**src/rtl/cz_flag_scoreboard_if.sv**
```systemverilog
// Decode/execute/writeback handshake bundle for cz_flag_scoreboard.
// master = pipeline side driving decode and completion, slave = scoreboard.
interface cz_flag_scoreboard_if;
    logic       id_valid;
    logic [1:0] id_cz_op;
    logic       id_reg_wr;
    logic       id_c_wr;
    logic       id_z_wr;
    logic       id_ready;
    logic       ex_valid;
    logic       ex_c;
    logic       ex_z;
    logic       wb_valid;
    logic       wb_reg_wr;

    modport master (
        output id_valid, id_cz_op, id_reg_wr, id_c_wr, id_z_wr,
        output ex_valid, ex_c, ex_z,
        input  id_ready, wb_valid, wb_reg_wr
    );

    modport slave (
        input  id_valid, id_cz_op, id_reg_wr, id_c_wr, id_z_wr,
        input  ex_valid, ex_c, ex_z,
        output id_ready, wb_valid, wb_reg_wr
    );
endinterface

```
**src/rtl/cz_flag_scoreboard.sv**
```systemverilog
// Carry/zero flag scoreboard with an in-order write-decision FIFO for ADC/ADZ-class ops.
// Optional macro FLAG_BYPASS_EN forwards a completing flag result straight into issue.
module cz_flag_scoreboard #(
    parameter int DEPTH = 4,
    parameter int PTR_W = 2,
    parameter int CNT_W = 3
) (
    input  logic                  clk,
    input  logic                  reset,
    cz_flag_scoreboard_if.slave   bus,
    output logic                  c_flag,
    output logic                  z_flag,
    output logic                  full,
    output logic                  err_underflow
);

    typedef struct packed {
        logic wr;
        logic cw;
        logic zw;
    } entry_t;

    localparam logic [PTR_W:0] FULL_CNT = (PTR_W + 1)'(DEPTH);

    entry_t             fifo_mem [DEPTH];
    logic [PTR_W-1:0]   wr_ptr;
    logic [PTR_W-1:0]   rd_ptr;
    logic [PTR_W:0]     count;
    logic [CNT_W-1:0]   c_pend;
    logic [CNT_W-1:0]   z_pend;
    logic               wb_valid_q;
    logic               wb_reg_wr_q;

    logic               empty;
    logic               do_pop;
    logic               do_push;
    logic               pop_cw;
    logic               pop_zw;
    logic               eff_c;
    logic               eff_z;
    logic               c_busy;
    logic               z_busy;
    logic               hazard;
    logic               exec;
    entry_t             head;
    entry_t             push_entry;

    always_comb begin
        empty  = (count == '0);
        full   = (count == FULL_CNT);
        head   = fifo_mem[rd_ptr];
        do_pop = bus.ex_valid && !empty;
        pop_cw = do_pop && head.cw;
        pop_zw = do_pop && head.zw;
`ifdef FLAG_BYPASS_EN
        // A retiring producer counts as already done, so its result feeds issue directly.
        eff_c  = pop_cw ? bus.ex_c : c_flag;
        eff_z  = pop_zw ? bus.ex_z : z_flag;
        c_busy = (c_pend != CNT_W'(pop_cw));
        z_busy = (z_pend != CNT_W'(pop_zw));
`else
        eff_c  = c_flag;
        eff_z  = z_flag;
        c_busy = (c_pend != '0);
        z_busy = (z_pend != '0);
`endif
        hazard = ((bus.id_cz_op == 2'b10) && c_busy) ||
                 ((bus.id_cz_op == 2'b01) && z_busy);
        // Full always stalls, even when a completion frees a slot this cycle.
        bus.id_ready = !full && !hazard;
        do_push      = bus.id_valid && bus.id_ready;

        unique case (bus.id_cz_op)
            2'b00:   exec = 1'b1;
            2'b10:   exec = eff_c;
            2'b01:   exec = eff_z;
            default: exec = 1'b0;
        endcase
        push_entry.wr = (bus.id_cz_op == 2'b00) ? bus.id_reg_wr : exec;
        push_entry.cw = exec && bus.id_c_wr;
        push_entry.zw = exec && bus.id_z_wr;

        bus.wb_valid  = wb_valid_q;
        bus.wb_reg_wr = wb_reg_wr_q;
    end

    // Entry storage needs no reset; validity comes from count and the pointers.
    always_ff @(posedge clk) begin
        if (do_push) begin
            fifo_mem[wr_ptr] <= push_entry;
        end
    end

    always_ff @(posedge clk or posedge reset) begin
        if (reset) begin
            wr_ptr        <= '0;
            rd_ptr        <= '0;
            count         <= '0;
            c_pend        <= '0;
            z_pend        <= '0;
            c_flag        <= 1'b0;
            z_flag        <= 1'b0;
            wb_valid_q    <= 1'b0;
            wb_reg_wr_q   <= 1'b0;
            err_underflow <= 1'b0;
        end else begin
            if (do_push) begin
                wr_ptr <= wr_ptr + PTR_W'(1);
            end
            if (do_pop) begin
                rd_ptr <= rd_ptr + PTR_W'(1);
            end
            count  <= count + (PTR_W + 1)'(do_push) - (PTR_W + 1)'(do_pop);
            c_pend <= c_pend + CNT_W'(push_entry.cw && do_push) - CNT_W'(pop_cw);
            z_pend <= z_pend + CNT_W'(push_entry.zw && do_push) - CNT_W'(pop_zw);
            if (pop_cw) begin
                c_flag <= bus.ex_c;
            end
            if (pop_zw) begin
                z_flag <= bus.ex_z;
            end
            wb_valid_q  <= do_pop;
            wb_reg_wr_q <= do_pop && head.wr;
            if (bus.ex_valid && empty) begin
                err_underflow <= 1'b1;
            end
        end
    end

endmodule

```
**src/flat_wrapper.sv**
```systemverilog
// flat-port wrapper written by rule: the top's interface ports become plain ports
module cz_flag_scoreboard_flat 
#(
    parameter int DEPTH = 4,
    parameter int PTR_W = 2,
    parameter int CNT_W = 3
)
  (clk, reset, c_flag, z_flag, full, err_underflow, bus_id_valid, bus_id_cz_op, bus_id_reg_wr, bus_id_c_wr, bus_id_z_wr, bus_ex_valid, bus_ex_c, bus_ex_z, bus_id_ready, bus_wb_valid, bus_wb_reg_wr);
  cz_flag_scoreboard_if bus_i ();
  input  logic clk;
  input  logic reset;
  output logic c_flag;
  output logic z_flag;
  output logic full;
  output logic err_underflow;
  input wire logic [$bits(bus_i.id_valid)-1:0] bus_id_valid;
  input wire logic [$bits(bus_i.id_cz_op)-1:0] bus_id_cz_op;
  input wire logic [$bits(bus_i.id_reg_wr)-1:0] bus_id_reg_wr;
  input wire logic [$bits(bus_i.id_c_wr)-1:0] bus_id_c_wr;
  input wire logic [$bits(bus_i.id_z_wr)-1:0] bus_id_z_wr;
  input wire logic [$bits(bus_i.ex_valid)-1:0] bus_ex_valid;
  input wire logic [$bits(bus_i.ex_c)-1:0] bus_ex_c;
  input wire logic [$bits(bus_i.ex_z)-1:0] bus_ex_z;
  output wire logic [$bits(bus_i.id_ready)-1:0] bus_id_ready;
  output wire logic [$bits(bus_i.wb_valid)-1:0] bus_wb_valid;
  output wire logic [$bits(bus_i.wb_reg_wr)-1:0] bus_wb_reg_wr;
  assign bus_i.id_valid = bus_id_valid;
  assign bus_i.id_cz_op = bus_id_cz_op;
  assign bus_i.id_reg_wr = bus_id_reg_wr;
  assign bus_i.id_c_wr = bus_id_c_wr;
  assign bus_i.id_z_wr = bus_id_z_wr;
  assign bus_i.ex_valid = bus_ex_valid;
  assign bus_i.ex_c = bus_ex_c;
  assign bus_i.ex_z = bus_ex_z;
  assign bus_id_ready = bus_i.id_ready;
  assign bus_wb_valid = bus_i.wb_valid;
  assign bus_wb_reg_wr = bus_i.wb_reg_wr;
  cz_flag_scoreboard #(.DEPTH(DEPTH), .PTR_W(PTR_W), .CNT_W(CNT_W)) u_core (.clk(clk), .reset(reset), .bus(bus_i), .c_flag(c_flag), .z_flag(z_flag), .full(full), .err_underflow(err_underflow));
endmodule
```
**config.mk**
```make
export PLATFORM = sky130hd
export DESIGN_NAME = cz_flag_scoreboard_flat
export DESIGN_NICKNAME = d
export VERILOG_FILES = /design/src/rtl/cz_flag_scoreboard_if.sv /design/src/rtl/cz_flag_scoreboard.sv /design/src/flat_wrapper.sv
export SDC_FILE = /design/constraint.sdc
export NUM_CORES = 1
export LEC_CHECK = 0
export BUFFER_PORTS_ARGS = -buffer_cell sky130_fd_sc_hd__buf_2
export CORE_UTILIZATION = 55
export DETAILED_ROUTE_END_ITERATION = 8
export PLACE_DENSITY = 0.79
export RECOVER_POWER = 50
export SLEW_MARGIN = 25
export SYNTH_ARGS = -nofsm -noshare
export SYNTH_HDL_FRONTEND = slang
export SYNTH_SLANG_ARGS = --single-unit
export TNS_END_PERCENT = 20
```
**constraint.sdc**
```tcl
create_clock -name clk -period 2.9 [get_ports clk]
set_input_delay 0.29 -clock clk [delete_from_list [all_inputs] [get_ports clk]]
set_output_delay 0.29 -clock clk [all_outputs]
set_load 0.02 [all_outputs]
```
==> results of run 1 <==
logic make-up (layout without fill, tap and decap cells):
logic type / count (synthesis) / in the layout / synth area share (%)
muxes: 7 / 7 / 8.50
and+or+nand+nor: 23 / 23 / 10.3
xor gates and xnor gates: 9 / 9 / 5.46
adders and majority gates: 13 / 13 / 12.8
buffers and inverters: 17 / 43 / 4.94
DFF: 30 / 30 / 56.2
AOI/OAI and AO/OA: 4 / 4 / 1.73
path summary, 6_finish.rpt:
path	from	end	cells after the start
max reg2reg	u_core.rd_ptr[0]	u_core.z_pend[2]	9
min	reset	u_core.z_pend[2]	2
max in group asynchronous	reset	u_core.c_pend[1]	2
min in group clk	bus_ex_valid	u_core.err_underflow	2
min reg2reg	u_core.err_underflow	u_core.err_underflow	1
max	u_core.rd_ptr[0]	u_core.z_pend[2]	9
synthesized netlist by cell type, types with 2 or more instances:
cell,number,area share [%]
and2_1,9,3.9
and2_4,2,1.2
dfrtp_1,18,31
edfxtp_1,12,25
fa_1,3,4.2
ha_1,10,8.7
inv_1,16,4.2
mux2_4,2,2.1
mux4_2,2,3.1
nand2b_1,2,0.87
nor2b_1,2,0.87
nor3_1,3,1.0
o22ai_1,2,0.87
xnor2_1,8,4.9
flip-flops by register name, summed over array words and instances (netlist names), 2 cells and up:
name and count:
u_core.c_pend 3, u_core.count 3, u_core.fifo_mem 12, u_core.rd_ptr 2, u_core.wr_ptr 2, u_core.z_pend 3
layout make-up:
class	count	area, um2	area share, %
clock buffers	5	37.5	2.29
flip-flops and latches	30	811	49.5
inverters	16	60.1	3.66
well taps	30	37.5	2.29
clock inverters	3	40.0	2.44
repair buffers	19	92.6	5.65
multi-input cells	56	561	34.2
metrics by stage:
| stage | power [mW] | worst slack, ns | area (um2) | instances | hold slack (ns) |
|---|---|---|---|---|---|
| after floorplan | 1.25 | 0.475 | 1440 | 103 | 0.229 |
| after global placement | 1.37 | 0.488 | 1570 | 151 | 0.413 |
| after detailed placement | 1.41 | 0.404 | 1570 | 151 | 0.436 |
| after CTS | 1.74 | 0.386 | 1650 | 159 | 0.0698 |
| after global routing | 1.85 | 0.312 | 1640 | 159 | 0.103 |
| final | 1.70 | 0.408 | 1640 | 159 | 0.0532 |
report_power, final:
part | internal (mW) | switching, mW
registers | 0.613 | 0.121
logic | 0.328 | 0.318
clock network | 0.178 | 0.143
total | 1.12 | 0.582
routing by layer:
layer / part of all wire, % / vias to the layer above / GRT usage (%)
li1: - / 391 / -
met1: 42 / 381 / 22.3
met2: 53 / 10 / 30.2
met3: 2.8 / 8 / 6.03
met4: 1.8 / 0 / 10.5
met5: 0 / - / 0
critical path, delay by kind of cell (launching register included):
kind | cells | cell delay, ns
fa+ha+maj | 3 | 0.79
flops | 1 | 0.48
mux | 1 | 0.54
xor+xnor | 2 | 0.32
simple gates | 1 | 0.18
buf+inv | 2 | 0.11
==> impl_metrics.env, run 1 <==
export IMPL_status="finished, final reports clean"
export IMPL_drv_cap=0
export IMPL_antenna_found_initial=0
export IMPL_slowest_stage="mux4_2"
export IMPL_critPathMaxStageDelay_ns=0.54
export IMPL_hp_class="input port to asynchronous set/reset pin"
export IMPL_gp_congestion=0.748
export IMPL_grt_pass1_wl_um=3480
export IMPL_drive_above_1_share_pct=24.0
export IMPL_arrival_ns=2.74
export IMPL_synth_edff_count=12
export IMPL_rrSetupSlack_ns=0.41
export IMPL_ioPinCount=18
export IMPL_grt_max_degree=19
export IMPL_setup_viol=0
export IMPL_synth_seq_area_share_pct=56.2
export IMPL_final_cell_mix="dfrtp_1, inv_1, buf_2"
export IMPL_area_delta_synth_final_pct=13.6
export IMPL_grtUsageTotal_pct=18.9
export IMPL_numCtsBuffers=5
export IMPL_ant_nets=0
export IMPL_fin_nets=152
export IMPL_n_fill_cell=212
export IMPL_endpoint_kind="flop"
export IMPL_slew_viol_final=0
export IMPL_io_buffers=17
export IMPL_route_vias_total=790
export IMPL_fin_crit_sh_pct=85.9
export IMPL_dp_hpwl_um=1700
export IMPL_rows=18
export IMPL_start_kind="flop"
export IMPL_synth_top_flop_cell="dfrtp_1"
export IMPL_core_area_um2=2480
export IMPL_finalHoldViolations=0
export IMPL_fmax_mhz=401
export IMPL_netlist_area_um2=1440
export IMPL_cts_resized=0
export IMPL_drtIter0Drc=7
export IMPL_fp_dieArea_um2=2830
export IMPL_relSlewSlack_pct=54.6
export IMPL_clockRootBuffer="clkbuf_4"
export IMPL_utilization_pct=66.2
export IMPL_overflow=0
export IMPL_path_class="flop to flop"
export IMPL_p_leak_nw=0.741
export IMPL_cts_hold_buf=0
export IMPL_clk_latency_ns=0.32
export IMPL_antenna_cells=0
export IMPL_synth_area_per_cell_um2=14.0
export IMPL_routedWlPerCell_um=13.6
export IMPL_initial_core_util_pct=58.2
export IMPL_synth_warnings=0
export IMPL_wl_um=2170
export IMPL_crit_path_cell_trace="mux4_2 -> and2_4 -> ha_1 -> inv_1 -> ha_1 -> inv_1 -> fa_1 -> xnor2_1 -> xnor2_1"
export IMPL_cts_buffer_depth=2
export IMPL_syn_nets=127
export IMPL_ir_worst_vdd_mv=0.763
export IMPL_grt_pass1_vias=772
export IMPL_fp_dieH_um=53.2
export IMPL_rsz0062_at_grt="no"
export IMPL_powerDensity_nw_per_um2=1040
export IMPL_numClockSinks=30
export IMPL_route_detailed_drc=0
export IMPL_post_cts_buffers=0
export IMPL_required_ns=3.15
export IMPL_netlist_instances=103
export IMPL_cts_tree="done"
export IMPL_h_tree_depth=2
export IMPL_async_reset_ff_share_pct=60.0
export IMPL_synth_seq_cells=30
export IMPL_dieWidth_um=53.2
export IMPL_finalSetupTns_ns=0
export IMPL_path_max_fanout=5
export IMPL_clkSlewWorstSetupHoldPaths_ns=0.10
export IMPL_vias_per_cell=4.97
export IMPL_drt_pass1_iter_count=4
export IMPL_max_slew_worst_pin_slew_ns=0.680
export IMPL_final_common_cell="dfrtp_1"
export IMPL_skew_ns=0.00708
export IMPL_fin_crit_ns=2.49
export IMPL_synth_cell_types=26
(Power assumes the default switching activity.)
==> run 2, diff against run 1 <==
- BUFFER_PORTS_ARGS: -buffer_cell sky130_fd_sc_hd__buf_2 -> unset
- DONT_BUFFER_PORTS: unset -> 1
- PLACE_DENSITY: 0.79 -> 0.73
==> impl_metrics.env, run 2 (synthesized netlist as in run 1, its figures left out) <==
export IMPL_status="finished, final reports clean"
export IMPL_gp_congestion=0.852
export IMPL_fp_dieH_um=53.2
export IMPL_h_tree_depth=2
export IMPL_initial_core_util_pct=58.2
export IMPL_fin_crit_sh_pct=86.7
export IMPL_whs_ns=0.0707
export IMPL_cp_num_cells=8
export IMPL_max_slew_worst_pin_slew_ns=0.701
export IMPL_rrSetupSlack_ns=0.38
export IMPL_critPathMaxStageDelay_ns=0.54
export IMPL_power_switching_mw=0.585
export IMPL_reg2reg_to="u_core.c_pend[2]"
export IMPL_path_class="flop to flop"
export IMPL_wl_um=2240
export IMPL_switching_share_pct=34.7
export IMPL_slew_viol_final=0
export IMPL_powerDensity_nw_per_um2=1070
export IMPL_n_fill_cell=180
export IMPL_grt_pass1_wl_um=3620
export IMPL_slowest_stage="mux4_2"
export IMPL_numClockSinks=30
export IMPL_clockRootBuffer="clkbuf_4"
export IMPL_cts_resized=0
export IMPL_start_kind="flop"
export IMPL_routedWlPerCell_um=15.6
export IMPL_dieWidth_um=53.2
export IMPL_numCtsBuffers=5
export IMPL_p_leak_nw=0.694
export IMPL_grt_max_degree=19
export IMPL_antenna_found_initial=0
export IMPL_relSlewSlack_pct=53.2
export IMPL_grtUsageTotal_pct=19.9
export IMPL_route_detailed_drc=0
export IMPL_largest_reg_flops=12
export IMPL_drv_cap=0
export IMPL_finalSetupTns_ns=0
export IMPL_fp_dieArea_um2=2830
export IMPL_finalHoldViolations=0
export IMPL_top_register="u_core.fifo_mem"
export IMPL_final_common_cell="dfrtp_1"
export IMPL_utilization_pct=63.7
export IMPL_power_total_mw=1.69
export IMPL_endpoint_kind="flop"
export IMPL_grt_pass1_vias=781
export IMPL_drive_above_1_share_pct=16.7
export IMPL_cts_tree="done"
export IMPL_vias_per_cell=5.22
export IMPL_p_int_mw=1.10
export IMPL_setup_viol=0
export IMPL_path_delay_family="adder cells"
export IMPL_min_from="bus_ex_valid"
export IMPL_min_path_cells=1
export IMPL_cp_startpoint="u_core.rd_ptr[0]"
export IMPL_ir_worst_vdd_mv=0.852
export IMPL_hp_class="input port to flop"
export IMPL_drtIter0Drc=8
export IMPL_r2r_start="u_core.rd_ptr[0]"
export IMPL_antenna_cells=0
export IMPL_crit_path_cell_trace="mux4_2 -> and2_4 -> ha_1 -> inv_1 -> ha_1 -> fa_1 -> xnor2_1 -> xnor2_1"
export IMPL_finalInstanceArea_um2=1580
export IMPL_required_ns=3.15
export IMPL_rows=18
export IMPL_rsz0062_at_grt="no"
export IMPL_skew_ns=0.00804
export IMPL_io_buffers=0
export IMPL_power_share_sequential_pct=46.3
export IMPL_arrival_ns=2.76
export IMPL_dp_hpwl_um=1700
export IMPL_r2r_cells=8
export IMPL_p_clk_share_pct=19.1
export IMPL_setup_ws_ns=0.385
export IMPL_place_area_um2=1490
export IMPL_crit_buf_inv=1
export IMPL_cts_buffer_depth=2
export IMPL_fin_nets=137
export IMPL_place_inst=135
export IMPL_final_cell_mix="dfrtp_1, inv_1, edfxtp_1"
export IMPL_fin_crit_ns=2.52
export IMPL_clkSlewWorstSetupHoldPaths_ns=0.09
export IMPL_drt_pass1_iter_count=4
export IMPL_core_area_um2=2480
export IMPL_overflow=0
export IMPL_ioPinCount=18
export IMPL_fmax_mhz=398
export IMPL_route_vias_total=751
export IMPL_combinationalPowerShare_pct=34.7
export IMPL_path_max_fanout=5
export IMPL_clk_latency_ns=0.33
export IMPL_hold_path_end="u_core.err_underflow"
export IMPL_fin_cells=144
export IMPL_pre_cts_ws_ns=0.401
export IMPL_ant_nets=0
export IMPL_area_delta_synth_final_pct=9.45
run 2: timing repair:
action / CTS / global route
hold buffers: 1 / 0
setup buffers: 0 / 0
endpoints found under the hold margin: 18 / 0
setup endpoints to repair: 0 / 0
run 2: power by group through the flow:
stage	Sequential, mW	Combinational [mW]	Clock, mW
after floorplan	0.744	0.503	0
after global placement	0.783	0.562	0
after detailed placement	0.789	0.600	0
after CTS	0.781	0.604	0.329
after global routing	0.806	0.673	0.346
final	0.780	0.584	0.321
run 2: area by class of cell:
| cell class | count | area, um2 | share of cell area (%) |
|---|---|---|---|
| clock buffers | 5 | 37.5 | 2.38 |
| clock inverters | 3 | 40.0 | 2.54 |
| inverters | 16 | 60.1 | 3.80 |
| multi-input cells | 56 | 561 | 35.5 |
| flip-flops and latches | 30 | 811 | 51.3 |
| well taps | 30 | 37.5 | 2.38 |
| repair buffers | 4 | 32.5 | 2.06 |
run 2: worst max-delay path by stage:
stage	end	slack, ns
2_1_floorplan	u_core.c_pend[2]	0.47
3_3_place_gp	u_core.z_pend[2]	0.48
3_5_place_dp	u_core.z_pend[2]	0.40
4_1_cts	u_core.z_pend[2]	0.37
5_1_grt	u_core.c_pend[2]	0.26
6_report	u_core.c_pend[2]	0.38
run 2: routing by layer:
metal	global-route usage [%]	wire, um	vias to the layer above
li1	-	-	359
met1	24.4	993	368
met2	30.6	1120	16
met3	6.03	67	8
met4	11.8	58	0
met5	0	0	-
==> run 3, diff against run 2 <==
- CORE_ASPECT_RATIO: unset -> 0.8
==> impl_metrics.env, run 3 (synthesized netlist as in run 1, its figures left out) <==
export IMPL_required_ns=3.16
export IMPL_io_buffers=0
export IMPL_wl_um=2210
export IMPL_h_tree_depth=2
export IMPL_fin_crit_ns=2.49
export IMPL_antenna_cells=0
export IMPL_cts_resized=0
export IMPL_fp_dieArea_um2=2830
export IMPL_fp_dieH_um=47.8
export IMPL_numClockSinks=30
export IMPL_p_leak_nw=0.674
export IMPL_rsz0062_at_grt="no"
export IMPL_use_met3_pct=7.03
export IMPL_clockRootBuffer="clkbuf_4"
export IMPL_fmax_mhz=402
export IMPL_rows=16
export IMPL_path_class="flop to flop"
export IMPL_crit_buf_inv=2
export IMPL_grt_pass1_vias=817
export IMPL_slowest_stage="mux4_2"
export IMPL_relSlewSlack_pct=54.8
export IMPL_ant_nets=0
export IMPL_numCtsBuffers=5
export IMPL_skew_ns=0.00295
export IMPL_start_kind="flop"
export IMPL_largest_reg_flops=12
export IMPL_arrival_ns=2.75
export IMPL_gp_congestion=0.754
export IMPL_dp_hpwl_um=1670
export IMPL_clk_latency_ns=0.33
export IMPL_finalHoldViolations=0
export IMPL_powerDensity_nw_per_um2=1020
export IMPL_hp_class="input port to flop"
export IMPL_final_cell_mix="dfrtp_1, inv_1, edfxtp_1"
export IMPL_path_delay_family="adder cells"
export IMPL_routedWlPerCell_um=14.8
export IMPL_cts_buffer_depth=2
export IMPL_route_detailed_drc=0
export IMPL_post_cts_buffers=0
export IMPL_initial_core_util_pct=58.6
export IMPL_grt_pass1_wl_um=3740
export IMPL_area_delta_synth_final_pct=8.07
export IMPL_max_slew_worst_pin_slew_ns=0.677
export IMPL_core_area_um2=2460
export IMPL_path_max_fanout=5
export IMPL_drtIter0Drc=17
export IMPL_status="finished, final reports clean"
export IMPL_top_register="u_core.fifo_mem"
export IMPL_drive_above_1_share_pct=14.9
export IMPL_final_common_cell="dfrtp_1"
export IMPL_antenna_found_initial=0
export IMPL_vias_per_cell=5.11
export IMPL_crit_path_cell_trace="mux4_2 -> and2_4 -> ha_1 -> inv_1 -> ha_1 -> inv_1 -> fa_1 -> xnor2_1 -> xnor2_1"
export IMPL_fin_crit_sh_pct=85.7
export IMPL_endpoint_kind="flop"
export IMPL_place_area_um2=1500
export IMPL_drv_cap=0
export IMPL_slew_viol_final=0
export IMPL_ioPinCount=18
export IMPL_drt_pass1_iter_count=4
export IMPL_dieWidth_um=59.3
export IMPL_finalInstanceArea_um2=1560
export IMPL_clkSlewWorstSetupHoldPaths_ns=0.09
export IMPL_grt_busiest_layer="met2"
export IMPL_grt_util_met1_pct=23.9
export IMPL_n_fill_cell=204
export IMPL_setup_viol=0
export IMPL_cts_tree="done"
export IMPL_ir_worst_vdd_mv=0.605
export IMPL_route_vias_total=767
export IMPL_grt_max_degree=19
export IMPL_met2_usage_pct=32.4
export IMPL_fin_nets=137
export IMPL_cts_hold_buf=1
export IMPL_critPathMaxStageDelay_ns=0.53
export IMPL_overflow=0
export IMPL_finalSetupTns_ns=0
export IMPL_grtUsageTotal_pct=20.5
==> run 3: cell count changes in the layout (fill, tap and decap cells not counted) <==
cell        delta
clkinv_2       -1
clkinv_1       +1
clkbuf_4       -1
clkbuf_1       +1
clkinvlp_4     +1
bufinv_16      -1
==> run 3: worst reg2reg max path, delay by kind of cell, from the launching register on <==
kind | cells | cell delay, ns
adder cells (fa/ha/maj) | 3 | 0.80
multiplexers | 1 | 0.53
AND/OR/NAND/NOR | 1 | 0.18
XOR/XNOR | 2 | 0.32
flip-flops | 1 | 0.48
buffers and inverters | 2 | 0.11
==> run 3: power breakdown <==
group          internal, mW  leakage (nW)  total (mW)  switching [mW]
registers             0.613         0.320       0.777           0.164
clock network        0.0898        0.0286       0.235           0.145
logic                 0.306         0.325       0.576           0.270
==> run 3: layout make-up <==
type	count	area (um2)	share of cell area, %
sequential	30	811	52.0
multi-input combinational	56	561	36.0
inverter	16	60.1	3.85
tap	36	45.0	2.89
clock buffer	5	37.5	2.41
timing repair buffer	4	28.8	1.85
clock inverter	3	16.3	1.04
==> run 3: through the flow <==
stage                     total power [mW]  setup slack (ns)  hold WS, ns  utilization, %  instances
after detailed placement              1.38             0.442        0.324            60.9        141
final                                 1.59             0.415       0.0641            63.3        150
after global routing                  1.74             0.188       0.0545            63.3        150
after global placement                1.34             0.488        0.327            60.9        141
after CTS                             1.62             0.418       0.0453            63.5        150
after floorplan                       1.25             0.475        0.229               -        103
==> run 3: path summary, 6_finish.rpt <==
| check | start | to | slack, ns | cells after the start |
|---|---|---|---|---|
| max in group asynchronous | reset | u_core.z_pend[2] | 1.98 | 2 |
| max | u_core.rd_ptr[0] | u_core.z_pend[2] | 0.41 | 9 |
| min reg2reg | u_core.z_pend[2] | u_core.z_pend[2] | 0.49 | 1 |
| min | bus_ex_valid | u_core.err_underflow | 0.06 | 1 |
| max reg2reg | u_core.rd_ptr[0] | u_core.z_pend[2] | 0.41 | 9 |
| min in group asynchronous | reset | u_core.bus.wb_reg_wr | 0.49 | 2 |
==> run 3: metal layers <==
metal,routed length (um),vias to the layer above
met5,0,-
met4,77,0
met3,90,9
met2,1080,16
met1,966,380
li1,-,362
